**config.mk**
```make
export PLATFORM = sky130hd
export DESIGN_NAME = csrng_ctr_drbg_upd_engine
export DESIGN_NICKNAME = d
export VERILOG_FILES = /design/src/rtl/csrng_ctr_drbg_upd_engine.sv
export SDC_FILE = /design/constraint.sdc
export NUM_CORES = 2
export LEC_CHECK = 0
export CAP_MARGIN = 10
export CORE_AREA = 4 4 671 673
export DETAILED_ROUTE_END_ITERATION = 8
export DIE_AREA = 0 0 675 677
export GPL_TIMING_DRIVEN = 0
export PLACE_DENSITY = 0.31
export REMOVE_ABC_BUFFERS = 1
export SLEW_MARGIN = 30
export SYNTH_ARGS = -nofsm -noshare
export SYNTH_HDL_FRONTEND = slang
export SYNTH_SLANG_ARGS = --single-unit
```
**constraint.sdc**
```tcl
create_clock -name clk_i -period 2.8 [get_ports clk_i]
set_input_delay 0.56 -clock clk_i [delete_from_list [all_inputs] [get_ports clk_i]]
set_output_delay 0.56 -clock clk_i [all_outputs]
set_load 0.03 [all_outputs]
```
**src/rtl/csrng_ctr_drbg_upd_engine.sv**
```systemverilog
// ---------------------------------------------------------------------------
// csrng_ctr_drbg_upd_engine
//
// CTR_DRBG update function. A command from the command stage carries the
// current key/V and up to SeedLen bits of provided data. The engine runs
// three block encryptions of successively incremented V values, XORs the
// concatenated ciphertext with the provided data and returns the result as
// the new key (upper KeyLen bits) and new V (lower BlkLen bits). The UNI
// command bypasses the encrypter and returns an all-zero key/V.
//
// Optional build macro:
//   CSRNG_UPD_TAG_CHECK_EN - when defined, the command/instance tag that comes
//                            back with each ciphertext is compared against the
//                            tag of the outstanding command; a mismatch moves
//                            the engine into its terminal ERROR state.
// ---------------------------------------------------------------------------
module csrng_ctr_drbg_upd_engine #(
    parameter int Cmd     = 3,
    parameter int StateId = 4,
    parameter int BlkLen  = 128,
    parameter int KeyLen  = 256,
    parameter int SeedLen = 384,
    parameter int CtrLen  = 32
) (
    input  logic               clk_i,
    input  logic               rst_ni,
    input  logic               enable_i,
    // command stage -> update request
    input  logic               cmd_upd_req_i,
    output logic               upd_cmd_rdy_o,
    input  logic [Cmd-1:0]     cmd_upd_ccmd_i,
    input  logic [StateId-1:0] cmd_upd_inst_id_i,
    input  logic [SeedLen-1:0] cmd_upd_pdata_i,
    input  logic [KeyLen-1:0]  cmd_upd_key_i,
    input  logic [BlkLen-1:0]  cmd_upd_v_i,
    // update -> block encrypter request
    output logic               upd_benc_req_o,
    input  logic               benc_upd_rdy_i,
    output logic [Cmd-1:0]     upd_benc_ccmd_o,
    output logic [StateId-1:0] upd_benc_inst_id_o,
    output logic [KeyLen-1:0]  upd_benc_key_o,
    output logic [BlkLen-1:0]  upd_benc_v_o,
    // block encrypter -> update ciphertext
    input  logic               benc_upd_ack_i,
    output logic               upd_benc_rdy_o,
    input  logic [Cmd-1:0]     benc_upd_ccmd_i,
    input  logic [StateId-1:0] benc_upd_inst_id_i,
    input  logic [BlkLen-1:0]  benc_upd_v_i,
    // update -> command stage result
    output logic               upd_cmd_ack_o,
    input  logic               cmd_upd_rdy_i,
    output logic [Cmd-1:0]     upd_cmd_ccmd_o,
    output logic [StateId-1:0] upd_cmd_inst_id_o,
    output logic [KeyLen-1:0]  upd_cmd_key_o,
    output logic [BlkLen-1:0]  upd_cmd_v_o,
    // status
    output logic               upd_sm_err_o
);

    localparam logic [Cmd-1:0] CmdUni  = Cmd'(5);
    localparam logic [1:0]     LastBlk = 2'd2;

    typedef enum logic [2:0] {
        IDLE     = 3'd0,
        ENC_REQ  = 3'd1,
        ENC_WAIT = 3'd2,
        RESP     = 3'd3,
        ERROR    = 3'd4
    } state_e;

    state_e               state_q;
    logic [Cmd-1:0]       ccmd_q;
    logic [StateId-1:0]   inst_id_q;
    logic [SeedLen-1:0]   pdata_q;
    logic [KeyLen-1:0]    key_q;
    logic [BlkLen-1:0]    v_q;
    logic [BlkLen-1:0]    blk0_q;
    logic [BlkLen-1:0]    blk1_q;
    logic [KeyLen-1:0]    res_key_q;
    logic [BlkLen-1:0]    res_v_q;
    logic [1:0]           blk_cnt_q;
    logic                 benc_req_q;
    logic                 benc_rdy_q;
    logic                 cmd_ack_q;
    logic                 sm_err_q;

    logic [SeedLen-1:0]   upd_temp;
    logic                 tag_err;

    // Counter-mode increment: only the low CtrLen bits count, the upper part
    // of V is carried through untouched and the counter wraps silently.
    function automatic logic [BlkLen-1:0] inc_v(input logic [BlkLen-1:0] v);
        logic [BlkLen-1:0] r;
        r = v;
        r[CtrLen-1:0] = v[CtrLen-1:0] + CtrLen'(1);
        return r;
    endfunction

    // The last ciphertext is folded in straight from the encrypter so the
    // result lands in its register on the same edge that enters RESP.
    assign upd_temp = {blk0_q, blk1_q, benc_upd_v_i} ^ pdata_q;

`ifdef CSRNG_UPD_TAG_CHECK_EN
    // Returned tag must match the single outstanding command.
    assign tag_err = (benc_upd_ccmd_i != ccmd_q) || (benc_upd_inst_id_i != inst_id_q);
`else
    // Tags are passed through the encrypter but not checked in this build.
    logic unused_tag;
    assign unused_tag = ^{benc_upd_ccmd_i, benc_upd_inst_id_i};
    assign tag_err    = 1'b0;
`endif

    // Main control FSM with its datapath registers and registered handshakes.
    // NOTE: every register here is assigned with <= so all of them update from
    // the same pre-edge values; a blocking = would let later statements see
    // half-updated state.
    always_ff @(posedge clk_i or negedge rst_ni) begin
        if (!rst_ni) begin
            // NOTE: the key/V payload registers are reset as well, so no stale
            // key material is ever visible on the outputs after a reset.
            state_q    <= IDLE;
            ccmd_q     <= '0;
            inst_id_q  <= '0;
            pdata_q    <= '0;
            key_q      <= '0;
            v_q        <= '0;
            blk0_q     <= '0;
            blk1_q     <= '0;
            res_key_q  <= '0;
            res_v_q    <= '0;
            blk_cnt_q  <= '0;
            benc_req_q <= 1'b0;
            benc_rdy_q <= 1'b0;
            cmd_ack_q  <= 1'b0;
            sm_err_q   <= 1'b0;
        end else if (!enable_i && (state_q inside {IDLE, ENC_REQ, ENC_WAIT, RESP})) begin
            // Disable aborts any operation and scrubs the datapath.
            state_q    <= IDLE;
            ccmd_q     <= '0;
            inst_id_q  <= '0;
            pdata_q    <= '0;
            key_q      <= '0;
            v_q        <= '0;
            blk0_q     <= '0;
            blk1_q     <= '0;
            res_key_q  <= '0;
            res_v_q    <= '0;
            blk_cnt_q  <= '0;
            benc_req_q <= 1'b0;
            benc_rdy_q <= 1'b0;
            cmd_ack_q  <= 1'b0;
        end else begin
            case (state_q)
                IDLE: begin
                    benc_req_q <= 1'b0;
                    benc_rdy_q <= 1'b0;
                    cmd_ack_q  <= 1'b0;
                    // upd_cmd_rdy_o is high here since enable_i is high.
                    if (cmd_upd_req_i) begin
                        ccmd_q    <= cmd_upd_ccmd_i;
                        inst_id_q <= cmd_upd_inst_id_i;
                        pdata_q   <= cmd_upd_pdata_i;
                        key_q     <= cmd_upd_key_i;
                        blk_cnt_q <= '0;
                        if (cmd_upd_ccmd_i == CmdUni) begin
                            v_q       <= cmd_upd_v_i;
                            res_key_q <= '0;
                            res_v_q   <= '0;
                            cmd_ack_q <= 1'b1;
                            state_q   <= RESP;
                        end else begin
                            // V is pre-incremented so ENC_REQ presents it directly.
                            v_q        <= inc_v(cmd_upd_v_i);
                            benc_req_q <= 1'b1;
                            state_q    <= ENC_REQ;
                        end
                    end
                end

                ENC_REQ: begin
                    if (benc_upd_rdy_i) begin
                        benc_req_q <= 1'b0;
                        benc_rdy_q <= 1'b1;
                        state_q    <= ENC_WAIT;
                    end
                end

                ENC_WAIT: begin
                    if (benc_upd_ack_i) begin
                        benc_rdy_q <= 1'b0;
                        if (tag_err) begin
                            sm_err_q <= 1'b1;
                            state_q  <= ERROR;
                        end else if (blk_cnt_q == LastBlk) begin
                            res_key_q <= upd_temp[SeedLen-1:BlkLen];
                            res_v_q   <= upd_temp[BlkLen-1:0];
                            cmd_ack_q <= 1'b1;
                            state_q   <= RESP;
                        end else begin
                            if (blk_cnt_q == 2'd0) begin
                                blk0_q <= benc_upd_v_i;
                            end else begin
                                blk1_q <= benc_upd_v_i;
                            end
                            blk_cnt_q  <= blk_cnt_q + 2'd1;
                            v_q        <= inc_v(v_q);
                            benc_req_q <= 1'b1;
                            state_q    <= ENC_REQ;
                        end
                    end
                end

                RESP: begin
                    if (cmd_upd_rdy_i) begin
                        cmd_ack_q <= 1'b0;
                        state_q   <= IDLE;
                    end
                end

                ERROR: begin
                    benc_req_q <= 1'b0;
                    benc_rdy_q <= 1'b0;
                    cmd_ack_q  <= 1'b0;
                    sm_err_q   <= 1'b1;
                end

                default: begin
                    // Corrupted state encoding: lock up until reset.
                    benc_req_q <= 1'b0;
                    benc_rdy_q <= 1'b0;
                    cmd_ack_q  <= 1'b0;
                    sm_err_q   <= 1'b1;
                    state_q    <= ERROR;
                end
            endcase
        end
    end

    assign upd_cmd_rdy_o      = enable_i && (state_q == IDLE);

    assign upd_benc_req_o     = benc_req_q;
    assign upd_benc_ccmd_o    = ccmd_q;
    assign upd_benc_inst_id_o = inst_id_q;
    assign upd_benc_key_o     = key_q;
    assign upd_benc_v_o       = v_q;
    assign upd_benc_rdy_o     = benc_rdy_q;

    assign upd_cmd_ack_o      = cmd_ack_q;
    assign upd_cmd_ccmd_o     = ccmd_q;
    assign upd_cmd_inst_id_o  = inst_id_q;
    assign upd_cmd_key_o      = res_key_q;
    assign upd_cmd_v_o        = res_v_q;

    assign upd_sm_err_o       = sm_err_q;

endmodule

```
==> flow_summary_export.csv <==
group,metric,value,unit
yosys,synth_fa_ha_area_share,0.0883,%
die,boundaryPins,1704,
die,die_x,675,microns
yosys,synth.area.mux_share,0.0375,%
critical_path,r2r-start,"state_q[1]$_DFFE_PN0P_",
finish,final_cell_mix,"clkdlybuf4s50_1 (1494), dfrtp_1 (1417), nand2_1 (810)",
power_and_ir_drop,power.internal,49100,uW
critical_path,worst-path-max-fanout,28,
yosys,synth-seq-area-share,62.9,%
sta,fmax,0.368,GHz
clock_tree,clkTransAtPathRegs,60,ps
route,wl_per_cell,28.0,microns
power_and_ir_drop,p_per_area,878,nW/um^2
grt,grt-ovfl-total,0,
yosys,synthCells,4711,
clock_tree,root_buffer,"clkbuf_16",
finish,nFillCells,48044,
hold_path,hold_class,"input pin to async pin",
route,num_vias,46283,
critical_path,cp-end-kind,"flip-flop",
critical_path,r2r_cells,12,
yosys,async_reset_ff_share,100,%
die,start_util,12.8,%
clock_tree,cts_made_buffers,196,
route,finalWirelength,350000,microns
yosys,synthTopCellsByArea,"dfrtp_1 (63%), a22o_1 (12%), xnor2_1 (6.3%)",
grt,antenna_found_initial,171,
finish,drive_gt1_share,8.33,%
clock_tree,cts.sink_count,1424,
route,ant_nets,0,
finish,fin_area,89700,sq um
yosys,ys_types,65,
sta,slew_viol_final,0,
status,status,"completed",
yosys,synth_area_leader_cell,"dfrtp_1",
yosys,synth_top_area_share,62.9,%
sta,finClkSkew,71.2,ps
critical_path,regToRegSetupSlack,80,ps
critical_path,criticalPathCategory,"flip-flop to flip-flop",
finish,syn_to_final_growth,58.2,%
sta,fin_tns_setup,0,ps
sta,relSlewSlack,34.3,%
place,place_area,82100,sq um
yosys,synthSimpleGateAreaFrac,7.03,%
clock_tree,clock_latency,890,ps
yosys,synth.avg_cell_area,12.0,sq um
sta,period_needed,2720,ps
yosys,synthesis.area,56700,sq um
yosys,ys_ff_latch,1424,
route,drt-vias-per-instance,3.70,
place,place_hpwl,267000,microns
power_and_ir_drop,combPwrFrac,34.0,%
sta,tightest_slew,978,ps
route,drc,0,
yosys,synthFlopType,"dfrtp_1",
finish,nets,7313,
route,drt_first_pass_iters,5,
sta,hold_viol,0,
yosys,synth_compound_area_share,20.2,%
flow_run,drv_cap,0,
sta,rsz0062_at_grt,"false",
yosys,synth-warning-count,0,
sta,fin_hold_ws,203,ps
grt,grt_max_degree,115,
grt,grt_usage,14.7,%
sta,min_period_over_period,97.1,%
clock_tree,cts_buffer_depth,4,
power_and_ir_drop,clkPwrFrac,32.1,%
die,core.rowCount,245,
power_and_ir_drop,sw_frac_of_total,37.6,%
clock_tree,cts-htree-levels,4,
route,drt_iter0_markers,2616,
critical_path,worst_r2r_endpoint,"pdata_q[116]$_DFFE_PN0P_",
yosys,synthXorXnorAreaFrac,6.38,%
yosys,synth_top_family_by_area,"compound AO/OA/AOI/OAI gates",
power_and_ir_drop,p_leak,0.0372,uW
clock_tree,tritoncts,"built",
critical_path,start_kind,"flip-flop",
die,dieArea,457000,sq um
grt,grt_pass1_vias,47951,
power_and_ir_drop,peakVddDrop,0.493,mV
critical_path,cp.required,3510,ps
place,port_buffers,1696,
place,routabilityCongestion,0.830,
die,dieHeight,677,microns
sta,setup_viol,0,
yosys,synth-edff-count,0,
die,core_area,444000,sq um
critical_path,critPathArrivalTime,3430,ps
finish,final_common_cell,"clkdlybuf4s50_1",
grt,grt_pass1_wl,463000,microns
power_and_ir_drop,power.share.sequential,33.9,%
power_and_ir_drop,power.net_switching,29600,uW
[logic make-up after synthesis]
| logic type | Yosys count |
|---|---|
| compound gates | 1507 |
| xor+xnor | 413 |
| fa+ha+maj | 4 |
| buf+inv | 399 |
| flops | 1424 |
| mux | 2 |
| simple gates | 962 |
[flip-flops by register name, summed over array words and instances, names as in the netlist, 4 cells and up]
signal	cells
upd_cmd_key_o	256
blk1_q	128
pdata_q	384
upd_benc_v_o	128
upd_benc_inst_id_o	4
upd_benc_key_o	256
blk0_q	128
upd_cmd_v_o	128
[critical path, cell delays in order, from the launching register on]
cell,delay (ps)
dfrtp_2,450
mux2i_1,140
o21a_2,260
nor2_4,120
buf_4,140
nand2_8,70
buf_16,170
buf_16,170
buf_16,160
buf_16,150
buf_16,180
buf_12,180
a22o_1,250
[timing repair]
item,CTS,global route
gates resized for setup,288,7
cloned,27,8
pin swaps,10,2
hold endpoints to repair,207,0
buffers inserted,28,1
hold buffers,1,0
setup endpoints to repair,1513,245
[layout make-up]
type	count	area, sq um	share of cell area [%]
antenna	41	103	0.114
sequential	1424	35600	39.8
clock buffer	286	5740	6.40
tap	5928	7420	8.27
clock inverter	51	554	0.618
multi-input combinational	2891	19300	21.6
inverter	7	26.3	0.0293
timing repair buffer	1872	20900	23.3
[metrics by stage]
stage / util (%) / setup WS (ps) / total power (uW) / std cells
2_1_floorplan: - / -26650 / 34500 / 4319
3_3_place_gp: 17.8 / -103610 / 38300 / 11943
3_5_place_dp: 18.5 / -1640 / 52900 / 12065
4_1_cts: 20.1 / 0.108 / 80900 / 12454
5_1_grt: 20.2 / 0.494 / 82600 / 12469
6_report: 20.2 / 82.3 / 78700 / 12500
[cells in the mapped netlist (all sizes together) (5+ instances only)]
cell	number
a21oi	20
a22o	745
a31oi	6
and2	10
and3	18
and4	5
buf	222
clkbuf	170
dfrtp	1424
inv	7
nand2	812
nand2b	6
nand3	21
nand4	24
nor2	26
nor3	11
nor4	12
o21ai	308
o31ai	386
xnor2	405
xor2	8
[power by group through the flow]
stage                     logic (uW)  clock network [uW]  registers, uW
after floorplan                 6630                   0          27900
after global placement         14100                   0          24200
after detailed placement       25900                   0          27100
after CTS                      27600               26600          26700
after global routing           28400               27100          27100
final                          26800               25300          26700
[per-layer routing]
layer	share of wire [%]	vias to the layer above	GRT usage [%]
li1	-	20462	-
met1	37	23631	15.9
met3	6.3	551	3.90
met5	0.19	-	0
met4	3.2	108	4.09
met2	53	1531	27.7
[how the worst max path moves through the flow]
stage                                              from                              to  depth (start not counted)
after floorplan                  state_q[2]$_DFFE_PN0P_          pdata_q[0]$_DFFE_PN0P_                          4
after global placement                         enable_i        pdata_q[258]$_DFFE_PN0P_                          5
after detailed placement                       enable_i        pdata_q[237]$_DFFE_PN0P_                         11
after CTS                 upd_cmd_key_o[36]$_DFFE_PN0P_               upd_cmd_key_o[36]                          1
after global routing             state_q[2]$_DFFE_PN0P_  upd_cmd_key_o[106]$_DFFE_PN0P_                         10
final                            state_q[1]$_DFFE_PN0P_        pdata_q[116]$_DFFE_PN0P_                         12
(Power assumes the default switching activity.)
